## config.mk

```make
export PLATFORM = sky130hd
export DESIGN_NAME = alarm_controller
export DESIGN_NICKNAME = d
export VERILOG_FILES = /design/src/rtl/alarm_pkg.sv /design/src/rtl/alarm_delay_timer.sv /design/src/rtl/alarm_controller.sv
export SDC_FILE = /design/constraint.sdc
export NUM_CORES = 1
export LEC_CHECK = 0
export ABC_AREA = 1
export ABC_CLOCK_PERIOD_IN_PS = 3300
export CAP_MARGIN = 25
export CORE_ASPECT_RATIO = 1.75
export CORE_MARGIN = 4
export CORE_UTILIZATION = 50
export CTS_CLUSTER_DIAMETER = 120
export DETAILED_ROUTE_END_ITERATION = 16
export GPL_TIMING_DRIVEN = 0
export PLACE_DENSITY = 0.72
export SLEW_MARGIN = 20
export SYNTH_ARGS = -nofsm -noshare
export SYNTH_HDL_FRONTEND = slang
export SYNTH_SLANG_ARGS = --single-unit
```

## constraint.sdc

```tcl
create_clock -name clk -period 3.3 [get_ports clk]
set_input_delay 0.66 -clock clk [delete_from_list [all_inputs] [get_ports clk]]
set_output_delay 0.66 -clock clk [all_outputs]
set_load 0.01 [all_outputs]
```

## src/rtl/alarm_pkg.sv

```systemverilog
// Shared types and helpers for the alarm controller: FSM state encoding,
// counter sizing and the default keypad codes.
package alarm_pkg;

    typedef enum logic [2:0] {
        ST_DISARMED   = 3'd0,
        ST_EXIT_WAIT  = 3'd1,
        ST_ARMED      = 3'd2,
        ST_ENTRY_WAIT = 3'd3,
        ST_ALARM      = 3'd4
    } alarm_state_e;

    localparam logic [4:0] DEF_ARM_CODE    = 5'b10000;
    localparam logic [4:0] DEF_DISARM_CODE = 5'b00100;

    // Bits needed to hold values 0..max_val; never narrower than one bit.
    function automatic int cnt_w(input int max_val);
        return (max_val < 1) ? 1 : $clog2(max_val + 1);
    endfunction

endpackage

```

## src/rtl/alarm_delay_timer.sv

```systemverilog
// Loadable down-counter: after a load of V it stays running for V+1 cycles,
// pulsing expire_o in the last one, then idles at zero.
module alarm_delay_timer #(
    parameter int W = 4
) (
    input  logic         clk,
    input  logic         rst_n,
    input  logic         load_i,
    input  logic [W-1:0] load_val_i,
    output logic         running_o,
    output logic         expire_o
);

    logic [W-1:0] cnt_q, cnt_d;
    logic         run_q, run_d;

    always_comb begin
        cnt_d = cnt_q;
        run_d = run_q;
        if (load_i) begin
            cnt_d = load_val_i;
            run_d = 1'b1;
        end else if (run_q) begin
            if (cnt_q == '0) run_d = 1'b0;
            else             cnt_d = cnt_q - 1'b1;
        end
    end

    always_ff @(posedge clk) begin
        if (!rst_n) begin
            cnt_q <= '0;
            run_q <= 1'b0;
        end else begin
            cnt_q <= cnt_d;
            run_q <= run_d;
        end
    end

    assign running_o = run_q;
    assign expire_o  = run_q && (cnt_q == '0);

endmodule

```

## src/rtl/alarm_controller.sv

```systemverilog
// Arm / exit-delay / armed / entry-delay / alarm controller with wrong-code
// lockout and per-zone trigger latching. All outputs come straight from flops.
module alarm_controller
    import alarm_pkg::*;
#(
    parameter int                N_SENSORS      = 2,
    parameter int                CODE_W         = 5,
    parameter logic [CODE_W-1:0] ARM_CODE       = CODE_W'(DEF_ARM_CODE),
    parameter logic [CODE_W-1:0] DISARM_CODE    = CODE_W'(DEF_DISARM_CODE),
    parameter int                EXIT_DELAY     = 16,
    parameter int                ENTRY_DELAY    = 16,
    parameter int                MAX_FAILS      = 3,
    parameter int                LOCKOUT_CYCLES = 64
) (
    input  logic                 clk,
    input  logic                 rst_n,
    input  logic [N_SENSORS-1:0] sensor,
    input  logic [CODE_W-1:0]    code,
    input  logic                 code_valid,
    output logic                 active,
    output logic                 alarm,
    output logic                 pending,
    output logic                 locked,
    output logic [N_SENSORS-1:0] zones,
    output logic [2:0]           state
);

    localparam int DLY_MAX = (EXIT_DELAY > ENTRY_DELAY) ? EXIT_DELAY : ENTRY_DELAY;
    localparam int TW      = cnt_w(DLY_MAX);
    localparam int LW      = cnt_w(LOCKOUT_CYCLES);
    localparam int FW      = cnt_w(MAX_FAILS);

    alarm_state_e         state_q, state_d;
    logic [N_SENSORS-1:0] zones_q, zones_d;
    logic [FW-1:0]        fails_q, fails_d;
    logic                 active_q, alarm_q, pending_q;

    logic          fsm_load, fsm_run, fsm_exp;
    logic [TW-1:0] fsm_load_val;
    logic          lk_load, lk_run, lk_exp;
    logic          code_ok, is_arm, is_dis, good, bad;
    logic          tmr_unused;

    alarm_delay_timer #(.W(TW)) u_fsm_tmr (
        .clk       (clk),
        .rst_n     (rst_n),
        .load_i    (fsm_load),
        .load_val_i(fsm_load_val),
        .running_o (fsm_run),
        .expire_o  (fsm_exp)
    );

    alarm_delay_timer #(.W(LW)) u_lock_tmr (
        .clk       (clk),
        .rst_n     (rst_n),
        .load_i    (lk_load),
        .load_val_i(LW'(LOCKOUT_CYCLES - 1)),
        .running_o (lk_run),
        .expire_o  (lk_exp)
    );

    assign tmr_unused = ^{fsm_run, lk_exp};

    always_comb begin
        state_d      = state_q;
        zones_d      = zones_q;
        fails_d      = fails_q;
        fsm_load     = 1'b0;
        fsm_load_val = '0;
        lk_load      = 1'b0;
        good         = 1'b0;
        bad          = 1'b0;
        code_ok      = code_valid && !lk_run;
        is_arm       = code_ok && (code == ARM_CODE);
        is_dis       = code_ok && (code == DISARM_CODE);

        case (state_q)
            ST_DISARMED: begin
                if (is_arm) begin
                    state_d      = ST_EXIT_WAIT;
                    fsm_load     = 1'b1;
                    fsm_load_val = TW'(EXIT_DELAY - 1);
                    zones_d      = '0;
                    good         = 1'b1;
                end else begin
                    bad = code_ok;
                end
            end
            ST_EXIT_WAIT: begin
                if (is_dis) begin
                    state_d = ST_DISARMED;
                    good    = 1'b1;
                end else begin
                    bad = code_ok && !is_arm;
                    if (fsm_exp) state_d = ST_ARMED;
                end
            end
            ST_ARMED: begin
                if (is_dis) begin
                    state_d = ST_DISARMED;
                    good    = 1'b1;
                end else begin
                    bad = code_ok && !is_arm;
                    if (|sensor) begin
                        state_d      = ST_ENTRY_WAIT;
                        fsm_load     = 1'b1;
                        fsm_load_val = TW'(ENTRY_DELAY - 1);
                        zones_d      = sensor;
                    end
                end
            end
            ST_ENTRY_WAIT: begin
                zones_d = zones_q | sensor;
                if (is_dis) begin
                    state_d = ST_DISARMED;
                    good    = 1'b1;
                end else begin
                    bad = code_ok && !is_arm;
                    if (fsm_exp) state_d = ST_ALARM;
                end
            end
            ST_ALARM: begin
                if (is_dis) begin
                    state_d = ST_DISARMED;
                    good    = 1'b1;
                end else begin
                    bad = code_ok && !is_arm;
                end
            end
            default: state_d = ST_DISARMED;
        endcase

        // Lockout entered while counting down the entry delay is treated as tamper.
        if (good) begin
            fails_d = '0;
        end else if (bad) begin
            if (fails_q == FW'(MAX_FAILS - 1)) begin
                fails_d = '0;
                lk_load = 1'b1;
                if (state_q == ST_ENTRY_WAIT) state_d = ST_ALARM;
            end else begin
                fails_d = fails_q + 1'b1;
            end
        end
    end

    always_ff @(posedge clk) begin
        if (!rst_n) begin
            state_q   <= ST_DISARMED;
            zones_q   <= '0;
            fails_q   <= '0;
            active_q  <= 1'b0;
            alarm_q   <= 1'b0;
            pending_q <= 1'b0;
        end else begin
            state_q   <= state_d;
            zones_q   <= zones_d;
            fails_q   <= fails_d;
            active_q  <= (state_d != ST_DISARMED);
            alarm_q   <= (state_d == ST_ALARM);
            pending_q <= (state_d == ST_EXIT_WAIT) || (state_d == ST_ENTRY_WAIT);
        end
    end

    assign active  = active_q;
    assign alarm   = alarm_q;
    assign pending = pending_q;
    assign locked  = lk_run;
    assign zones   = zones_q;
    assign state   = state_q;

endmodule

```

==> impl_metrics.yaml, run 1 <==
critical_path:
  start_kind: "flop"
  r2r-end: "u_fsm_tmr.cnt_q[3]"
  slowest_stage: "clkdlybuf4s50_1"
  reg2reg_slack_ns: 1.87
  reg2regPathDepth: 8
  setup.worst_path.class: "reg -> out"
  cp_top_family: "buffers and inverters"
  critPathBufInv: 1
  required_ns: 2.64
  cp_max_fo: 5
  cp.arrival_ns: 1.27
  r2r-start: "u_fsm_tmr.cnt_q[0]"
  slowest_delay_ns: 0.58
  cp-end-kind: "output port"
  path_cells: "clkdlybuf4s50_1"
finish:
  num-fill-cells: 232
  final_area_mm2: 0.001608
  area_growth_pct: 18.76
  layout.nets: 220
  n_antenna_cell: 0
  fin_cells: 230
  drive_gt1_frac: 0.2010
clocking:
  htreeDepth: 1
  cts_root_buffer: "clkbuf_8"
  clock_latency_ns: 0.26
  cts_tree: "yes"
  cts_resized: 0
  cts.path.max_buffers: 2
  clock-sinks: 24
  cts_buffers: 3
  path_clk_slew_ns: 0.08
  holdBufCountCts: 0
  cts_setup_buffers: 0
route:
  drt-total-wl_um: 2610
  dr_total_vias: 1209
  vias_per_cell: 5.257
  first_iter_violations: 19
  wire_per_inst_um: 11.35
  antenna_left: 0
  drc: 0
  dr.pass1.iters: 4
hold_path:
  hold_depth: 2
  hold_path_class: "reg -> reg"
  hp-start: "zones[1]"
  hold_end: "zones[1]"
global_route:
  overflow: 0
  busiest_layer: "met2"
  grt_pass1_wl_um: 4512
  grt_pass1_vias: 1137
  grt_use_met2: 0.2890
  use_met3: 0.02108
  met1_usage: 0.1767
  grt_use_total: 0.1638
  grt_antenna_before_repair: 0
  grt_start_max_net_pins: 13
timing:
  rsz0062_at_grt: "false"
  fin_crit_sh: 0.5855
  hold_viol: 0
  max_slew_margin: 0.6738
  maxSlewViolCount: 0
  fmax_mhz: 517.6
  clock_skew_ns: 0.002815
  setup_violations: 0
  setup_tns_ns: 0
  period_needed_ns: 1.932
  tightest_slew_ns: 0.4893
die:
  die_x_um: 47.34
  std_cell_rows: 24
  die_y_um: 76.84
  io_pins: 19
  die_area_mm2: 0.003637
  start_util: 0.5304
  core-area_mm2: 0.002552
logic_synthesis:
  syn_inst: 183
  synth-async-reset-ratio: 0
  synth_seq_cells: 24
  ys.warnings.count: 0
  ys.flop_type: "dfxtp_1"
  postSynthNetCount: 197
  seq_area_frac_synth: 0.3549
  synth.distinct_cells: 30
  syn_avg_cell_area_um2: 7.398
  synth_edf_count: 0
  netlist_area_mm2: 0.001354
placed_design:
  io_buffers: 18
  dp_hpwl_um: 2118
  place_area_mm2: 0.001567
  numPlacedInstances: 227
  gp_congestion: 0.7601
run_status:
  status: "complete, no violations"
power_and_ir_drop:
  p_leak_nw: 0.7297
  cellPowerDensity_mw_per_mm2: 346.8
  ir_worst_vdd_v: 0.0002446
flow_run:
  timing.max_cap.violations: 0
-- worst register-to-register path: cells and delay by family, from the launching register on --
kind,cells,cell delay (ns)
DFF,1,0.33
AOI/OAI and AO/OA,2,0.26
buffers and inverters,2,0.20
adders and majority gates,1,0.19
and+or+nand+nor,2,0.17
xor gates and xnor gates,1,0.14
-- per-stage QoR --
step | util | power [W] | setup WS (ns) | hold slack, ns
2_1_floorplan | - | 0.0003692 | 1.825 | 0.4580
3_3_place_gp | 0.6137 | 0.0003928 | 1.186 | 0.4519
4_1_cts | 0.6299 | 0.0005630 | 1.362 | 0.4701
6_report | 0.6299 | 0.0005576 | 1.368 | 0.4654
5_1_grt | 0.6299 | 0.0005879 | 1.311 | 0.4863
3_5_place_dp | 0.6137 | 0.0003965 | 1.179 | 0.4561
-- final cells by class --
class | instances | area [µm²] | share of cell area
multi-input combinational | 122 | 732.0 | 0.4553
sequential | 24 | 480.5 | 0.2988
timing repair buffer | 18 | 180.2 | 0.1121
inverter | 36 | 137.6 | 0.08560
clock buffer | 3 | 41.29 | 0.02568
tap | 26 | 32.53 | 0.02023
buffer | 1 | 3.754 | 0.002335
-- cell families (layout without fill, tap and decap cells) --
kind of cell    count (synthesis)  after routing  synth area share
compound gates                 26             26            0.1137
simple gates                   87             87            0.3577
xor+xnor                        5              5           0.03235
buf+inv                        37             58            0.1044
flops                          24             24            0.3549
fa+ha+maj                       4              4           0.03697
-- how the worst max path moves through the flow --
stage,from,end,slack [ns],depth (start not counted)
after floorplan,code[1],active,1.83,10
after global placement,rst_n,u_fsm_tmr.cnt_q[1],1.19,4
after detailed placement,rst_n,u_fsm_tmr.cnt_q[2],1.18,4
after CTS,state[2],state[2],1.36,1
after global routing,state[2],state[2],1.31,1
final,state[2],state[2],1.37,1
-- placed cells by master (no fill, tap or decap), types with 5 or more instances in the layout --
| master | instances |
|---|---|
| nand3_1 | 11 |
| nor2_1 | 16 |
| a31oi_1 | 5 |
| nand4_1 | 5 |
| dfxtp_1 | 24 |
| nand2_2 | 9 |
| nand2_1 | 26 |
| clkdlybuf4s50_1 | 18 |
| nor2_2 | 6 |
| inv_2 | 11 |
| inv_1 | 24 |
| a21oi_1 | 12 |
-- power breakdown --
group          leakage, nW  switching, W  internal [W]
Clock               0.0216     0.0000866     0.0000815
Sequential           0.194    0.00000876      0.000300
Combinational        0.514     0.0000467     0.0000341
-- flip-flops by register name, summed over array words and instances, names as in the netlist --
register,flops
zones,2
u_lock_tmr.cnt_q,7
alarm,1
u_fsm_tmr.running_o,1
active,1
u_lock_tmr.running_o,1
state,3
pending,1
fails_q,2
u_fsm_tmr.cnt_q,5
-- synth_stat cells, types with 5 or more instances --
cell type,n,area (µm²)
a21oi_1,12,60.06
a31oi_1,5,31.28
dfxtp_1,24,480.5
inv_1,24,90.09
inv_2,11,41.29
nand2_1,26,97.59
nand2_2,9,56.30
nand3_1,11,55.05
nand4_1,5,31.28
nor2_1,16,60.06
nor2_2,6,37.54
-- metal layers --
| metal | part of all wire | vias up |
|---|---|---|
| met5 | 0 | - |
| met4 | 0.020 | 0 |
| met3 | 0.032 | 5 |
| met2 | 0.55 | 21 |
| met1 | 0.40 | 555 |
| li1 | - | 628 |
(Power assumes the default switching activity.)
==> run 2: changes to the inputs <==
- ABC_CLOCK_PERIOD_IN_PS: 3300 -> 1600
- CORE_UTILIZATION: 50 -> 48
- clock period: 3.3 -> 1.6 ns (I/O delays scaled with it)
==> run 2 against run 1 <==
Utilization is 1.8 points lower. Die area up 3.6%. Register-to-register slack worse by 1.7 ns. Worst hold slack better by 0.0057 ns. Sequential share of layout area shrank 0.38 points. Critical path depth stayed put. Global-route usage is 1.1 points higher. Sequential power is 110% higher. Critical path type unchanged. Largest cell class unchanged.
==> impl_metrics.yaml, run 2 (synthesis gave the netlist of run 1 again) <==
run_status:
  status: "complete, no violations"
critical_path:
  critPathBufInv: 1
  reg2regPathDepth: 10
  reg2reg_slack_ns: 0.15
  slowest_delay_ns: 0.55
  required_ns: 1.28
  start_kind: "flop"
  cp_max_fo: 5
  cp_top_family: "buffers and inverters"
  setup.worst_path.class: "reg -> out"
  slowest_stage: "clkdlybuf4s50_1"
  r2r-end: "u_lock_tmr.cnt_q[6]"
  path_cells: "clkdlybuf4s50_1"
  cp.arrival_ns: 1.21
  r2r-start: "u_lock_tmr.cnt_q[0]"
  cp-end-kind: "output port"
clocking:
  holdBufCountCts: 0
  cts_setup_buffers: 0
  cts.path.max_buffers: 2
  htreeDepth: 1
  cts_root_buffer: "clkbuf_8"
  path_clk_slew_ns: 0.08
  cts_buffers: 3
  clock_latency_ns: 0.27
  cts_tree: "yes"
  cts_resized: 2
  clock-sinks: 24
die:
  core-area_mm2: 0.002690
  start_util: 0.5033
  std_cell_rows: 25
  die_area_mm2: 0.003768
  die_y_um: 78.26
  die_x_um: 48.15
  io_pins: 19
finish:
  layout.nets: 220
  final_area_mm2: 0.001645
  drive_gt1_frac: 0.2293
  largest_register: "u_lock_tmr.cnt_q"
  area_growth_pct: 21.53
  fin_util: 0.6116
  final_cell_mix: "nand2_1, inv_1, dfxtp_1"
  final_common_cell: "nand2_1"
  n_antenna_cell: 0
  largest_reg_flops: 7
global_route:
  grt_start_max_net_pins: 15
  overflow: 0
  grt_pass1_wl_um: 4905
  grt_pass1_vias: 1226
  grt_antenna_before_repair: 0
  grt_use_total: 0.1751
timing:
  max_slew_margin: 0.7533
  hold_viol: 0
  setup_tns_ns: 0
  rsz0062_at_grt: "false"
  tightest_slew_ns: 0.3687
  fin_crit_sh: 0.9585
  clock_skew_ns: 0.005898
  fmax_mhz: 652.0
  setup_ws_ns: 0.06634
  period_needed_ns: 1.534
  setup_violations: 0
  maxSlewViolCount: 0
route:
  dr.pass1.iters: 4
  drt-total-wl_um: 2846
  drc: 0
  vias_per_cell: 5.341
  dr_total_vias: 1239
  first_iter_violations: 33
  antenna_left: 0
  wire_per_inst_um: 12.27
power_and_ir_drop:
  sw_frac_of_total: 0.2345
  p_switching_w: 0.0003136
  p_int_w: 0.001024
  ir_worst_vdd_v: 0.0004868
  combPwrFrac: 0.125
  fin_total_pwr_w: 0.001338
  p_seq_frac: 0.476
  p_clk_frac: 0.399
  cellPowerDensity_mw_per_mm2: 813.0
  p_leak_nw: 0.7489
placed_design:
  gp_congestion: 0.9267
  pre_cts_ws_ns: -0.1732
  dp_hpwl_um: 2255
  place_area_mm2: 0.001568
  io_buffers: 18
hold_path:
  hold_depth: 2
  hp-start: "zones[1]"
  hold_path_class: "reg -> reg"
  hold_end: "zones[1]"
flow_run:
  timing.max_cap.violations: 0
## run 2: changes by cell type in the layout (fill, tap and decap cells not counted), sizes merged
cell / delta
bufinv: +1
## run 2: area by class of cell
class	count	area, µm²
fill	248	1045
multi-input combinational	122	732.0
sequential	24	485.5
timing repair buffer	18	180.2
inverter	36	137.6
clock buffer	3	41.29
tap	27	33.78
clock inverter	1	30.03
buffer	1	5.005
## run 2: worst max path at each step
| stage | start | to | slack (ns) | cells after the start |
|---|---|---|---|---|
| 2_1_floorplan | u_fsm_tmr.cnt_q[0] | u_fsm_tmr.cnt_q[3] | 0.31 | 8 |
| 3_3_place_gp | rst_n | u_lock_tmr.running_o | -0.16 | 4 |
| 3_5_place_dp | rst_n | u_lock_tmr.running_o | -0.17 | 4 |
| 4_1_cts | state[0] | state[0] | 0.005 | 1 |
| 5_1_grt | u_lock_tmr.cnt_q[0] | u_lock_tmr.cnt_q[6] | 0.0001 | 10 |
| 6_report | state[2] | state[2] | 0.07 | 1 |
## run 2: power by group through the flow
stage / clock network [W] / logic, W / registers [W]
2_1_floorplan: 0 / 0.000114 / 0.000647
3_3_place_gp: 0 / 0.000161 / 0.000649
3_5_place_dp: 0 / 0.000167 / 0.000650
4_1_cts: 0.000547 / 0.000168 / 0.000636
5_1_grt: 0.000578 / 0.000188 / 0.000640
6_report: 0.000533 / 0.000168 / 0.000637
## run 2: stage by stage
stage / cells / hold slack [ns]
2_1_floorplan: 183 / 0.4318
3_3_place_gp: 228 / 0.4552
3_5_place_dp: 228 / 0.4635
4_1_cts: 232 / 0.4762
5_1_grt: 232 / 0.4981
6_report: 232 / 0.4711
## run 2: per-layer routing
metal / wire, µm / track usage / vias up
met3: 81 / 0.02294 / 7
met5: 0 / 0 / -
met1: 1103 / 0.1790 / 576
met4: 59 / 0.08625 / 0
met2: 1601 / 0.3141 / 27
li1: - / - / 629
